==> config.mk <==
export PLATFORM = sky130hd
export DESIGN_NAME = mem_arbiter
export DESIGN_NICKNAME = d
export VERILOG_FILES = /design/src/rtl/caches_types_pkg.sv /design/src/rtl/arb_select.sv /design/src/rtl/mem_arbiter.sv
export SDC_FILE = /design/constraint.sdc
export NUM_CORES = 1
export LEC_CHECK = 0
export ABC_AREA = 1
export BUFFER_PORTS_ARGS = -buffer_cell sky130_fd_sc_hd__buf_2
export CAP_MARGIN = 20
export CORE_AREA = 2 2 170 172
export DETAILED_ROUTE_END_ITERATION = 8
export DIE_AREA = 0 0 172 174
export GPL_TIMING_DRIVEN = 0
export PLACE_DENSITY_LB_ADDON = 0.25
export SYNTH_ARGS = -nofsm -noshare
export SYNTH_HDL_FRONTEND = slang
export SYNTH_SLANG_ARGS = --single-unit
==> constraint.sdc <==
create_clock -name CLK -period 1.6 [get_ports CLK]
set_clock_uncertainty 0.1 [all_clocks]
set_input_delay 0.08 -clock CLK [delete_from_list [all_inputs] [get_ports CLK]]
set_output_delay 0.08 -clock CLK [all_outputs]
set_load 0.02 [all_outputs]
==> src/rtl/caches_types_pkg.sv <==
// Shared types for the cache/RAM side of the dual-core system.
// Holds the memory arbiter's state encoding, grant record and timeout defaults.
package caches_types_pkg;

  typedef enum logic [1:0] {
    ARB_IDLE    = 2'b00,
    ARB_ACCESS  = 2'b01,
    ARB_RELEASE = 2'b10
  } arb_state_t;

  typedef struct packed {
    logic core;
    logic is_dcache;
  } arb_owner_t;

  parameter int ARB_TIMEOUT = 64;
  localparam int ARB_CNT_W  = 7;

  // Counter increment that sticks at all-ones instead of wrapping.
  function automatic logic [ARB_CNT_W-1:0] sat_inc(input logic [ARB_CNT_W-1:0] v);
    if (v == {ARB_CNT_W{1'b1}}) begin
      sat_inc = v;
    end else begin
      sat_inc = v + ARB_CNT_W'(1);
    end
  endfunction

endpackage

==> src/rtl/arb_select.sv <==
// Combinational grant picker.
// Dcache beats icache; within a class the round-robin core goes first.
module arb_select
  import caches_types_pkg::*;
(
  input  logic [1:0] iren,
  input  logic [1:0] dreq,
  input  logic       rr,
  output logic       valid,
  output arb_owner_t owner
);

  // Fixed order: dcache(rr), dcache(!rr), icache(rr), icache(!rr).
  always_comb begin
    valid           = 1'b1;
    owner.core      = 1'b0;
    owner.is_dcache = 1'b0;
    if (dreq[rr]) begin
      owner.core      = rr;
      owner.is_dcache = 1'b1;
    end else if (dreq[~rr]) begin
      owner.core      = ~rr;
      owner.is_dcache = 1'b1;
    end else if (iren[rr]) begin
      owner.core      = rr;
      owner.is_dcache = 1'b0;
    end else if (iren[~rr]) begin
      owner.core      = ~rr;
      owner.is_dcache = 1'b0;
    end else begin
      valid = 1'b0;
    end
  end

endmodule

==> src/rtl/mem_arbiter.sv <==
// Shares the single RAM port between both cores' icache and dcache.
// One transaction at a time: IDLE picks, ACCESS runs it, RELEASE gives the cache a quiet cycle.
module mem_arbiter
  import caches_types_pkg::*;
#(
  parameter int NCORES  = 2,
  parameter int TIMEOUT = ARB_TIMEOUT
) (
  input  logic                     CLK,
  input  logic                     nRST,
  input  logic [NCORES-1:0]        iREN,
  input  logic [NCORES-1:0][31:0]  iaddr,
  output logic [NCORES-1:0][31:0]  iload,
  output logic [NCORES-1:0]        iwait,
  input  logic [NCORES-1:0]        dREN,
  input  logic [NCORES-1:0]        dWEN,
  input  logic [NCORES-1:0][31:0]  daddr,
  input  logic [NCORES-1:0][31:0]  dstore,
  output logic [NCORES-1:0][31:0]  dload,
  output logic [NCORES-1:0]        dwait,
  output logic                     ramREN,
  output logic                     ramWEN,
  output logic [31:0]              ramaddr,
  output logic [31:0]              ramstore,
  input  logic [31:0]              ramload,
  input  logic                     ram_ready,
  output logic                     timeout,
  output logic [1:0]               owner
);

  localparam logic [ARB_CNT_W-1:0] CNT_LAST = ARB_CNT_W'(TIMEOUT - 1);

  arb_state_t             state_r;
  logic                   rr_r;
  arb_owner_t             owner_r;
  logic [ARB_CNT_W-1:0]   counter_r;
  logic                   timeout_r;

  logic                   sel_valid_s;
  arb_owner_t             sel_owner_s;
  logic [NCORES-1:0]      dreq_s;
  logic                   in_access_s;
  logic                   own_req_s;
  logic                   done_s;
  logic                   abort_s;
  logic                   expire_s;

  assign dreq_s = dREN | dWEN;

  arb_select u_select (
    .iren  (iREN),
    .dreq  (dreq_s),
    .rr    (rr_r),
    .valid (sel_valid_s),
    .owner (sel_owner_s)
  );

  // Owner's live request and the three ways an access can end.
  always_comb begin
    in_access_s = (state_r == ARB_ACCESS);
    if (owner_r.is_dcache) begin
      own_req_s = dreq_s[owner_r.core];
    end else begin
      own_req_s = iREN[owner_r.core];
    end
    done_s   = in_access_s & own_req_s & ram_ready;
    abort_s  = in_access_s & ~own_req_s;
    expire_s = in_access_s & own_req_s & ~ram_ready & (counter_r == CNT_LAST);
  end

  // RAM command mux; a write wins when a dcache raises both enables.
  always_comb begin
    ramREN   = 1'b0;
    ramWEN   = 1'b0;
    ramaddr  = 32'h0000_0000;
    ramstore = 32'h0000_0000;
    if (in_access_s && own_req_s) begin
      if (owner_r.is_dcache) begin
        ramaddr  = daddr[owner_r.core];
        ramstore = dstore[owner_r.core];
        ramWEN   = dWEN[owner_r.core];
        ramREN   = dREN[owner_r.core] & ~dWEN[owner_r.core];
      end else begin
        ramaddr  = iaddr[owner_r.core];
        ramREN   = 1'b1;
      end
    end else begin
      ramREN = 1'b0;
    end
  end

  // Completion is combinational so the owner's wait drops in the ram_ready cycle.
  always_comb begin
    iwait = {NCORES{1'b1}};
    dwait = {NCORES{1'b1}};
    iload = '0;
    dload = '0;
    if (done_s) begin
      if (owner_r.is_dcache) begin
        dwait[owner_r.core] = 1'b0;
        dload[owner_r.core] = ramload;
      end else begin
        iwait[owner_r.core] = 1'b0;
        iload[owner_r.core] = ramload;
      end
    end else begin
      iwait = {NCORES{1'b1}};
    end
  end

  // Arbitration FSM, round-robin pointer, access watchdog and timeout pulse.
  always_ff @(posedge CLK) begin
    if (!nRST) begin
      state_r   <= ARB_IDLE;
      rr_r      <= 1'b0;
      owner_r   <= '0;
      counter_r <= '0;
      timeout_r <= 1'b0;
    end else begin
      timeout_r <= 1'b0;
      case (state_r)
        ARB_IDLE: begin
          if (sel_valid_s) begin
            owner_r   <= sel_owner_s;
            counter_r <= '0;
            state_r   <= ARB_ACCESS;
          end else begin
            state_r   <= ARB_IDLE;
          end
        end
        ARB_ACCESS: begin
          if (done_s) begin
            rr_r    <= ~owner_r.core;
            state_r <= ARB_RELEASE;
          end else if (abort_s) begin
            state_r <= ARB_RELEASE;
          end else if (expire_s) begin
            // Pulse is registered, so it shows during the RELEASE cycle.
            rr_r      <= ~owner_r.core;
            timeout_r <= 1'b1;
            state_r   <= ARB_RELEASE;
          end else begin
            counter_r <= sat_inc(counter_r);
          end
        end
        ARB_RELEASE: begin
          state_r <= ARB_IDLE;
        end
        default: begin
          state_r <= ARB_IDLE;
        end
      endcase
    end
  end

  assign owner   = owner_r;
  assign timeout = timeout_r;

endmodule

## Word-level counts from Yosys, hierarchy flattened

Index checks and enable logic that the tools add are counted.

- Bitwise gates (word level): 16
- Equal/unequal tests: 10
- Multiplexer cells: 66
- Magnitude comparators: 4
- Reductions and logical operators: 9
- $add $sub $neg: 1

Operators by type and width:

| operator | number |
|---|---|
| 32-bit two-way mux | 11 |
| 64-bit two-way mux | 4 |
| 64-bit AND | 1 |
| 7-bit two-way mux | 5 |
| 32-bit demux with 1-bit select | 1 |
| 1-bit two-way mux | 31 |
| 2-bit two-way mux | 11 |
| 7-bit case mux with 2 select lines | 1 |
| 2-bit inequality test, second input constant | 6 |
| 7-bit by 1-bit adder with 7-bit output, second input constant | 1 |
| 7-bit by 6-bit equality test with 1-bit output, second input constant | 1 |
| 7-bit equality test, second input constant | 1 |
| 1-bit NOT | 7 |
| 1-bit AND | 6 |
| 1-bit by 2-bit less-than comparator with 1-bit output, second input constant | 3 |
| 6-bit AND reduction | 1 |
| 4-bit by 1-bit inequality test with 1-bit output, second input constant | 1 |
| 2-bit case mux with 2 select lines | 1 |
| 2-bit nonzero test | 2 |
| 4-bit OR reduction | 1 |
| 3-bit AND reduction | 1 |
| 2-bit by 1-bit equality test with 1-bit output, second input constant | 1 |
| 1-bit logical AND | 2 |
| 2-bit zero test | 1 |
| other kinds (5) | 5 |

- Word-level logic and storage cells: 112
- Flip-flop bits (word level): 13
- Bits of input ports: 233

## Longest topological paths before layout

- Depth after elaboration: 11
- Gate-level depth with buffers: 11
- Gate-level depth less buffers: 11

## Modules after synthesis

Synthesis repeated with hierarchy kept, for this count alone.

- Cell total of the unflattened synthesis: 522
- Area total of the unflattened synthesis: 2750.1 µm²

By module, submodules not included:

| module | area an instance (µm²) | instances | sequential area each (µm²) | cells an instance |
|---|---|---|---|---|
| mem_arbiter | 2697.6 | 1 | 260.2 | 509 |
| arb_select | 52.6 | 1 | 0.0 | 13 |

## Worst setup path after synthesis

No wires, ideal clock.

- Path kind: flip-flop to output port
- Start point: register owner_r, in the netlist owner[1]
- End point: output ramaddr[14]
- Required time: 1420 ps
- Path slack: -295 ps
- Path buffers: 2
- Data arrival time: 1715 ps
- Cell stages (with the launch flop): 9
- Path through: dfxtp_1 > nand2_1 > nor2_1 > nor2_1 > nand2_2 > nand2_4 > buf_4 > buf_2 > a31oi_1

- Cells in the longest elaborated chain, start to end: 5
- Elaborated cells between the ends (all ways): 12
- Classes of those cells: mux: 11; reduce/logical: 1

Ends and longest elaborated chain:

| what | line | RTL |
|---|---|---|
| start: declaration | mem_arbiter.sv:35 | `arb_owner_t owner_r;` |
| start signal: assignment | mem_arbiter.sv:124 | `owner_r <= sel_owner_s;` |
| 1-bit two-way mux, on equally long branches (2 in series) | mem_arbiter.sv:64, mem_arbiter.sv:62 |  |
| 1-bit two-way mux | mem_arbiter.sv:61 | `if (owner_r.is_dcache) begin` |
| 1-bit logical AND | mem_arbiter.sv:77 | `if (in_access_s && own_req_s) begin` |
| 32-bit two-way mux (*) | mem_arbiter.sv:77 |  |
| end: declaration | mem_arbiter.sv:23 | `output logic [31:0] ramaddr,` |

Every way passes the cells marked *; elsewhere a longest branch is shown, timed or not. The select of a mux whose other input is x is not followed.

==> flow_summary_export.csv <==
group,metric,value,unit
status,status,"complete, but fails checks",
status,violations,"setup timing",
timing,fin_setup_tns,-82.44,ns
grt,track_usage,14.93,%
synthesis,synth_commonest_cells,"nor2_1 (180), nand2_1 (96), a22oi_1 (64)",
worst_setup_path,worstPathArrival,1.95,ns
worst_setup_path,r2r.worst_path.cells,12,
layout,final_core_util,35.17,%
power,power_density,421.9,nW/um^2
timing,finalCritPeriodShare,132.9,%
grt,grt_pass1_wl,33870,um
floorplanning,die_x,172,um
min_path,worstHoldPathType,"in -> reg",
timing,fmax,470.3,MHz
synthesis,netlist_area,2746,um^2
cts,cts.sinks,13,
placement,place_hpwl,18630,um
timing,drv_slew,0,
power,p_leak,0.004188,uW
cts,clkTransAtPathRegs,0.05,ns
timing,worstMarginPinSlew,0.3902,ns
layout,drive_gt1_share,76.51,%
synthesis,yosys_warnings,0,
floorplanning,die_area,29930,um^2
cts,h-tree-depth,1,
placement,port_buffers,433,
grt,grt_overflow,0,
route,antenna_left,0,
route,wl,26270,um
layout,area_growth,261.6,%
layout,finalNetCount,1261,
min_path,holdCritStartpoint,"nRST",
synthesis,synth.most_common_cell,"nor2_1",
floorplanning,start_util,9.726,%
synthesis,netlist_top_cells_area,"nor2_1 (25%), a22oi_1 (17%), nand2_1 (13%)",
worst_setup_path,crit_type,"reg -> out",
timing,finalHoldViolCount,0,
worst_setup_path,reg2reg_slack,-0.11,ns
timing,holdWs,0.02838,ns
synthesis,synth-edff-count,0,
worst_setup_path,r2r-end,"counter_r[2]",
grt,first_global_vias,5804,
synthesis,synthCells,521,
cts,cts_tree,"built",
timing,rsz0062_at_grt,"yes",
synthesis,syn-mean-instance-area,5.271,um^2
timing,period_needed,2.126,ns
placement,place.gp.congestion,0.7953,
placement,place_ws,-0.8400,ns
min_path,hold_end,"rr_r",
cts,root_buffer,"clkbuf_16",
route,vias_per_cell,4.143,
min_path,hold_path_depth,3,
worst_setup_path,worst-path-max-fanout,8,
grt,grt_max_degree,11,
power,power.total,4190,uW
synthesis,synth-seq-cells,13,
floorplanning,ios,434,
route,firstDrtPassIters,5,
power,vdd_drop_max,0.0002825,V
synthesis,synth_ff_type,"dfxtp_1",
layout,final.fill_count,2841,
timing,setup_slack,-0.5262,ns
run,drv_cap,0,
route,drc,0,
floorplanning,die_h,174,um
synthesis,synth-seq-area-share,9.476,%
route,first_iter_violations,160,
cts,cts_max_path_buffers,2,
timing,setup_violations,205,
cts,clock_latency,0.24,ns
grt,antenna_found_initial,3,
floorplanning,coreArea,28240,um^2
synthesis,yosysTopAreaCell,"nor2_1",
route,wl_per_cell,18.62,um
cts,cts_buffers,3,
synthesis,synth_fp_nets,755,
route,vias,5846,
worst_setup_path,worstSetupStartpointType,"flop",
timing,max-slew-margin-rel,73.96,%
worst_setup_path,reg2reg_from,"owner[1]",
floorplanning,fp-row-count,62,
synthesis,synth.distinct_cells,30,
worst_setup_path,cp_data_required_time,1.42,ns
synthesis,yosys.area.top_type_share,24.60,%
synthesis,ys_async_sr_fraction,0,%
worst_setup_path,cp-end-kind,"output port",
what timing repair did:
item,CTS,global route
resized for setup,504,166
hold buffers,0,0
cloned,13,11
setup endpoints to repair,207,206
setup buffers,38,11
hold endpoints to repair,0,0
pin swaps,11,25
layer usage:
metal	GRT usage (%)	vias up	part of all wire, %
met5	0	-	0.091
met4	3.011	4	1.3
met3	2.209	24	7.0
met2	29.75	312	55
met1	16.33	2760	37
li1	-	2746	-
power breakdown:
group          switching [uW]  internal, uW  total, uW
clock                     144           337        481
combinational            1770          1550       3320
sequential               34.3           351        385
total                    1950          2240       4190
sequential cells by signal (all words and copies together) (netlist names):
signal / count
counter_r: 7
owner: 2
state_r: 2
rr_r: 1
timeout: 1
logic make-up (layout without fill, tap and decap cells):
| family | count (synthesis) | count (layout) | share of synthesized area, % |
|---|---|---|---|
| simple gates | 307 | 307 | 45.79 |
| compound gates | 110 | 110 | 27.52 |
| buf+inv | 88 | 593 | 16.08 |
| flops | 13 | 13 | 9.476 |
| fa+ha+maj | 1 | 1 | 0.4555 |
| xor+xnor | 1 | 1 | 0.3190 |
| mux | 1 | 1 | 0.3645 |
| other cells | 0 | 1 | 0 |
placed cells by master, fill, tap and decap left out, drive strengths merged:
| cell | instances |
|---|---|
| a211oi | 1 |
| a21oi | 10 |
| a22oi | 64 |
| a31oi | 32 |
| and2 | 1 |
| buf | 521 |
| bufbuf | 1 |
| clkbuf | 22 |
| clkinv | 1 |
| dfxtp | 13 |
| diode | 1 |
| ha | 1 |
| inv | 48 |
| mux2i | 1 |
| nand2 | 104 |
| nand3 | 13 |
| nand4 | 2 |
| nor2 | 183 |
| nor3 | 2 |
| nor3b | 2 |
| o21ai | 2 |
| o21bai | 1 |
| xnor2 | 1 |
layout make-up:
| cell class | instances | area, um^2 | share of cell area (%) |
|---|---|---|---|
| Timing Repair Buffer | 504 | 4463 | 44.94 |
| Multi-Input combinational cell | 420 | 3836 | 38.62 |
| Buffer | 36 | 599.3 | 6.034 |
| Tap cell | 384 | 480.5 | 4.837 |
| Sequential cell | 13 | 272.8 | 2.746 |
| Inverter | 49 | 198.9 | 2.003 |
| Clock buffer | 4 | 78.83 | 0.7937 |
| Antenna cell | 1 | 2.502 | 0.02520 |
metrics by stage:
step	cells	cell area, um^2
after floorplan	521	3885
after global placement	1338	6533
after detailed placement	1338	6533
after CTS	1392	8995
after global routing	1410	9930
final	1411	9932
how the worst max path moves through the flow:
stage	to	depth (start not counted)	from	slack [ns]
3_5_place_dp	ramaddr[18]	5	owner[0]	-0.84
3_3_place_gp	ramaddr[25]	8	owner[1]	-0.88
4_1_cts	dload[21]	12	owner[1]	-0.49
6_report	dload[0]	12	owner[1]	-0.53
2_1_floorplan	ramaddr[10]	7	owner[1]	-0.04
5_1_grt	dload[0]	12	owner[1]	-0.60
critical path, cell delays in order, from the launching register on:
cell,delay (ns)
dfxtp_4,0.38
inv_6,0.08
nand2_2,0.04
nand2_1,0.06
nand2_1,0.06
nand2_2,0.10
nand2_4,0.08
nor2_8,0.16
buf_6,0.14
nand2_8,0.12
buf_4,0.18
nor2_1,0.12
buf_4,0.17
Power figures use the tool's default switching activity.
